`config.mk`:
```
export PLATFORM = sky130hd
export DESIGN_NAME = butterfly_pipe_adder
export DESIGN_NICKNAME = d
export VERILOG_FILES = /design/src/rtl/bpa_pkg.sv /design/src/rtl/butterfly_cla4_slice.sv /design/src/rtl/butterfly_pipe_adder.sv
export SDC_FILE = /design/constraint.sdc
export NUM_CORES = 1
export LEC_CHECK = 0
export CAP_MARGIN = 5
export CORE_MARGIN = 2
export CORE_UTILIZATION = 35
export DETAILED_ROUTE_END_ITERATION = 8
export MAX_ROUTING_LAYER = met4
export PLACE_DENSITY = 0.51
export SLEW_MARGIN = 20
export SYNTH_ARGS = -nofsm -noshare
export SYNTH_HDL_FRONTEND = slang
export SYNTH_SLANG_ARGS = --single-unit
```
`constraint.sdc`:
```
create_clock -name clk -period 2.3 [get_ports clk]
set_clock_uncertainty 0.1 [all_clocks]
set_input_delay 0.46 -clock clk [delete_from_list [all_inputs] [get_ports clk]]
set_output_delay 0.46 -clock clk [all_outputs]
set_load 0.02 [all_outputs]
```
`src/rtl/bpa_pkg.sv`:
```
// bpa_pkg: nibble-level types and constants shared across the butterfly multiplier datapath.
package bpa_pkg;
    localparam int NIB_W = 4;
    typedef logic [NIB_W-1:0] nibble_t;
endpackage

```
`src/rtl/butterfly_cla4_slice.sv`:
```
// butterfly_cla4_slice: combinational 4-bit carry-lookahead adder slice.
import bpa_pkg::*;
module butterfly_cla4_slice (
    input  logic [NIB_W-1:0] a,
    input  logic [NIB_W-1:0] b,
    input  logic             ci,
    output logic [NIB_W-1:0] s,
    output logic             co
);
    nibble_t w_g, w_p, w_c;
    assign w_g = a & b;
    assign w_p = a | b;
    assign w_c[0] = ci;
    assign w_c[1] = w_g[0] | (w_p[0] & ci);
    assign w_c[2] = w_g[1] | (w_p[1] & w_g[0]) | (w_p[1] & w_p[0] & ci);
    assign w_c[3] = w_g[2] | (w_p[2] & w_g[1]) | (w_p[2] & w_p[1] & w_g[0])
                  | (w_p[2] & w_p[1] & w_p[0] & ci);
    assign co = w_g[3] | (w_p[3] & w_g[2]) | (w_p[3] & w_p[2] & w_g[1])
              | (w_p[3] & w_p[2] & w_p[1] & w_g[0]) | (w_p[3] & w_p[2] & w_p[1] & w_p[0] & ci);
    assign s = a ^ b ^ w_c;
endmodule

```
`src/rtl/butterfly_pipe_adder.sv`:
```
// butterfly_pipe_adder: nibble-per-stage pipelined CLA adder with valid/ready on both sides.
// Define BPA_OVF_EN to add the registered signed-overflow output ovf.
import bpa_pkg::*;
module butterfly_pipe_adder #(
    parameter int WIDTH = 16
) (
    input  logic             clk,
    input  logic             rst_n,
    input  logic             in_valid,
    output logic             in_ready,
    input  logic [WIDTH-1:0] a,
    input  logic [WIDTH-1:0] b,
    input  logic             c_in,
    output logic             out_valid,
    input  logic             out_ready,
    output logic [WIDTH-1:0] sum,
    output logic             c_out
`ifdef BPA_OVF_EN
    ,
    output logic             ovf
`endif
);
    localparam int NSTG = WIDTH / NIB_W;
    logic [NSTG-1:0]  r_v, r_c;
    logic [WIDTH-1:0] r_pa [NSTG];
    logic [WIDTH-1:0] r_pb [NSTG];
    logic [WIDTH-1:0] r_s  [NSTG];
    logic [NSTG:0]    w_adv;
    logic [NSTG-1:0]  w_vi, w_ci, w_co;
    logic [WIDTH-1:0] w_pa [NSTG];
    logic [WIDTH-1:0] w_pb [NSTG];
    logic [WIDTH-1:0] w_si [NSTG];
    nibble_t          w_ns [NSTG];

    // Pending operands are kept right-aligned so every stage adds bits [3:0].
    always_comb begin
        w_adv[NSTG] = out_ready;
        for (int i = NSTG - 1; i >= 0; i--) w_adv[i] = !r_v[i] || w_adv[i+1];
        w_vi[0] = in_valid;
        w_ci[0] = c_in;
        w_pa[0] = a;
        w_pb[0] = b;
        w_si[0] = '0;
        for (int i = 1; i < NSTG; i++) begin
            w_vi[i] = r_v[i-1];
            w_ci[i] = r_c[i-1];
            w_pa[i] = r_pa[i-1];
            w_pb[i] = r_pb[i-1];
            w_si[i] = r_s[i-1];
        end
    end

    for (genvar k = 0; k < NSTG; k++) begin : g_cla
        butterfly_cla4_slice u_cla (
            .a  (w_pa[k][NIB_W-1:0]),
            .b  (w_pb[k][NIB_W-1:0]),
            .ci (w_ci[k]),
            .s  (w_ns[k]),
            .co (w_co[k])
        );
    end

    always_ff @(posedge clk or negedge rst_n) begin
        if (!rst_n) begin
            r_v <= '0;
            r_c <= '0;
            for (int i = 0; i < NSTG; i++) begin
                r_pa[i] <= '0;
                r_pb[i] <= '0;
                r_s[i]  <= '0;
            end
        end else begin
            for (int i = 0; i < NSTG; i++) begin
                if (w_adv[i]) begin
                    r_v[i]  <= w_vi[i];
                    r_c[i]  <= w_co[i];
                    r_pa[i] <= w_pa[i] >> NIB_W;
                    r_pb[i] <= w_pb[i] >> NIB_W;
                    r_s[i]  <= w_si[i] | (WIDTH'(w_ns[i]) << (NIB_W * i));
                end
            end
        end
    end

`ifdef BPA_OVF_EN
    // The last stage's nibble operands still hold the original sign bits.
    logic r_ovf;
    always_ff @(posedge clk or negedge rst_n) begin
        if (!rst_n)
            r_ovf <= 1'b0;
        else if (w_adv[NSTG-1])
            r_ovf <= (w_pa[NSTG-1][NIB_W-1] == w_pb[NSTG-1][NIB_W-1])
                  && (w_ns[NSTG-1][NIB_W-1] != w_pa[NSTG-1][NIB_W-1]);
    end
    assign ovf = r_ovf;
`endif

    assign in_ready  = w_adv[0];
    assign out_valid = r_v[NSTG-1];
    assign c_out     = r_c[NSTG-1];
    assign sum       = r_s[NSTG-1];
endmodule
```
==> flow_summary_export.csv <==
group,metric,value,unit
clock_network,cts.clk_slew.worst_paths,0.06,ns
sta,tightestPinTransition,0.508,ns
worst_setup_path,worst_ep_arrival_time,1.69,ns
place,port_buffers,55,
synth,synth_top_family_by_area,"adder cells",
final_layout,layout.cells.most_common,"dfrtp_1",
drt,via_per_inst,4.32,
global_routing,first_global_vias,2816,
final_layout,area_growth,20.7,%
power,power,5.38,mW
clock_network,h-tree-depth,3,
final_layout,layout-drive-gt1-share,14.3,%
synth,synth_area,4600,sq um
run_status,outcome,"finished with violations",
final_layout,mostFrequentLayoutCells,"dfrtp_1 (96), nand2_1 (66), clkdlybuf4s50_1 (53), inv_1 (40), ha_1 (36)",
power,p_int,3.77,mW
clock_network,clockBufferDepth,2,
drt,detail-route-antenna-nets,0,
drt,drtIter0Drc,137,
worst_setup_path,worstSetupPathType,"input port to output port",
synth,synth_compound_area_share,6.64,%
sta,slew_violations,0,
floorplanning,io_pins,56,
sta,max_freq,444,MHz
floorplanning,core_area,12700,sq um
global_routing,grt_pass1_wl,13.6,mm
worst_setup_path,crit_path_max_fanout,2,
sta,period_share,97.9,%
clock_network,numCtsBuffers,9,
drt,drt-total-wl,7.81,mm
synth,yosys_register_bits,96,
clock_network,cts_root_buf,"clkbuf_16",
worst_setup_path,ff2ff_path_depth,5,
floorplanning,start_util,36.1,%
sta,timing.hold.ws,-0.00645,ns
floorplanning,die_h,119,microns
clock_network,hold_buffers,0,
power,power_frac_seq,44.3,%
min_path,worstHoldPathType,"input port to async pin",
sta,rsz0062_at_grt,"false",
power,p_per_area,969,nW/um^2
worst_setup_path,cp-end-kind,"output port",
synth,synth_cell_type_count,25,
sta,finalHoldViolations,14,
clock_network,clock_latency,0.34,ns
global_routing,overflow,0,
power,vdd_drop_max,0.000389,V
global_routing,antenna_found_initial,0,
final_layout,antenna_cells,0,
global_routing,grt.total_usage,12.6,%
synth,ys_warn_count,0,
run,maxCapViolCount,0,
worst_setup_path,rrSetupSlack,0.39,ns
sta,fin_crit,2.25,ns
place,dp_hpwl,5.65,mm
final_layout,fin_nets,534,
synth,yosys.area_share.simple,8.79,%
synth,ys_seq_area_share,52.2,%
place,place_congestion,0.782,
synth,synth-xor-area-share,2.29,%
worst_setup_path,worstSetupStartpointType,"input port",
synth,syn_nets,490,
synth,synth.area.mux_share,10.8,%
drt,vias,2734,
synth,synthCells,413,
floorplanning,die_x,119,microns
power,p_leak,2.66,nW
drt,drtPass1Iterations,4,
place,dp.cells,618,
sta,slew_headroom,66.1,%
global_routing,grt_max_degree,42,
power,switching_share,29.9,%
drt,drcViolationCount,0,
power,clkPwrFrac,27.2,%
floorplanning,rows,41,
synth,synth_fa_ha_area_share,11.5,%
floorplanning,dieArea,14100,sq um
power,pwr-share-comb,28.5,%
sta,finalSetupViolations,0,
clock_network,clkSinkCount,96,
power,p_switching,1.61,mW
drt,wl_per_cell,12.3,microns
clock_network,cts_tree,"done",
run_status,failed_checks,"hold timing",
synth,avgSynthCellArea,11.1,sq um
worst_setup_path,required,1.74,ns
final_layout,fin_cells,633,
==> synthesized netlist by cell type <==
cell | number | area share (%)
ha_1 | 36 | 9.8
xnor2_1 | 2 | 0.38
buf_6 | 2 | 0.49
nand2_4 | 1 | 0.24
buf_4 | 18 | 2.9
nand3_1 | 1 | 0.11
or3_1 | 4 | 0.54
fa_1 | 4 | 1.7
and3_1 | 1 | 0.14
nor2_1 | 14 | 1.1
clkbuf_1 | 6 | 0.49
dfrtp_1 | 96 | 52
nand2b_1 | 3 | 0.41
inv_1 | 40 | 3.3
o21bai_1 | 1 | 0.16
o21ai_0 | 35 | 3.8
nor2b_1 | 5 | 0.68
xor2_1 | 10 | 1.9
nand2_1 | 66 | 5.4
o21a_1 | 3 | 0.49
or2_2 | 1 | 0.14
mux2_2 | 24 | 5.9
a21oi_1 | 20 | 2.2
buf_2 | 5 | 0.54
mux2_4 | 15 | 4.9
==> cell families after synthesis <==
logic type,Yosys count
AOI/OAI and AO/OA,59
adders and majority gates,40
and+or+nand+nor,96
DFF,96
xor gates and xnor gates,12
buffers and inverters,71
muxes,39
==> metrics by stage <==
stage          instance area (sq um)  util (%)  setup TNS (ns)  setup slack, ns
3_5_place_dp                    5260      41.4          -0.798           -0.177
4_1_cts                         5550      43.6               0           0.0271
2_1_floorplan                   4600         -               0            0.380
3_3_place_gp                    5260      41.4          -0.860           -0.198
6_report                        5550      43.6               0           0.0490
5_1_grt                         5550      43.6               0         0.000286
==> timing repair <==
item / 4_1_cts / 5_1_grt
setup buffers: 0 / 0
setup endpoints to repair: 1 / 0
gates resized for setup: 1 / 0
==> sequential cells by signal, summed over array words and instances (netlist names) <==
signal	flops
r_v	4
r_pb	24
r_s	24
r_pa	24
sum	16
r_c	4
==> metal layers <==
metal,wire length [microns],GRT usage [%],vias to the layer above
met4,155,6.03,0
met3,273,2.46,9
met5,0,-,-
met1,4110,17.2,1282
li1,-,-,1395
met2,3270,17.8,48
==> cell type report <==
cell class | count | area, sq um
clock buffer | 10 | 229
clock inverter | 5 | 58.8
fill | 1251 | 7170
inverter | 40 | 150
multi-input combinational | 246 | 1840
sequential | 96 | 2400
tap | 172 | 215
timing repair buffer | 64 | 652
==> critical path, cell delays in order <==
cell,delay (ns)
clkdlybuf4s50_1,0.42
nor2b_2,0.17
and3_1,0.25
nand2_4,0.07
dlygate4sd2_1,0.32
==> worst paths after layout <==
kind                                             end            startpoint
worst max-delay path                        in_ready             out_ready
worst min-delay path            r_pb[57]$_DFFE_PN0P_                 rst_n
worst max register to register  r_pa[56]$_DFFE_PN0P_    r_v[3]$_DFFE_PN0P_
worst min register to register  r_pa[36]$_DFFE_PN0P_  r_pa[56]$_DFFE_PN0P_
max in group asynchronous         sum[2]$_DFFE_PN0P_                 rst_n
min in group clk                r_pa[36]$_DFFE_PN0P_  r_pa[56]$_DFFE_PN0P_
==> power by group through the flow <==
stage	clock [mW]	sequential, mW	combinational [mW]
global placement	0	2.41	1.53
detailed placement	0	2.43	1.56
floorplan	0	2.35	1.17
CTS	1.50	2.40	1.57
global route	1.59	2.46	1.71
finish	1.46	2.39	1.53
(Power assumes the default switching activity.)
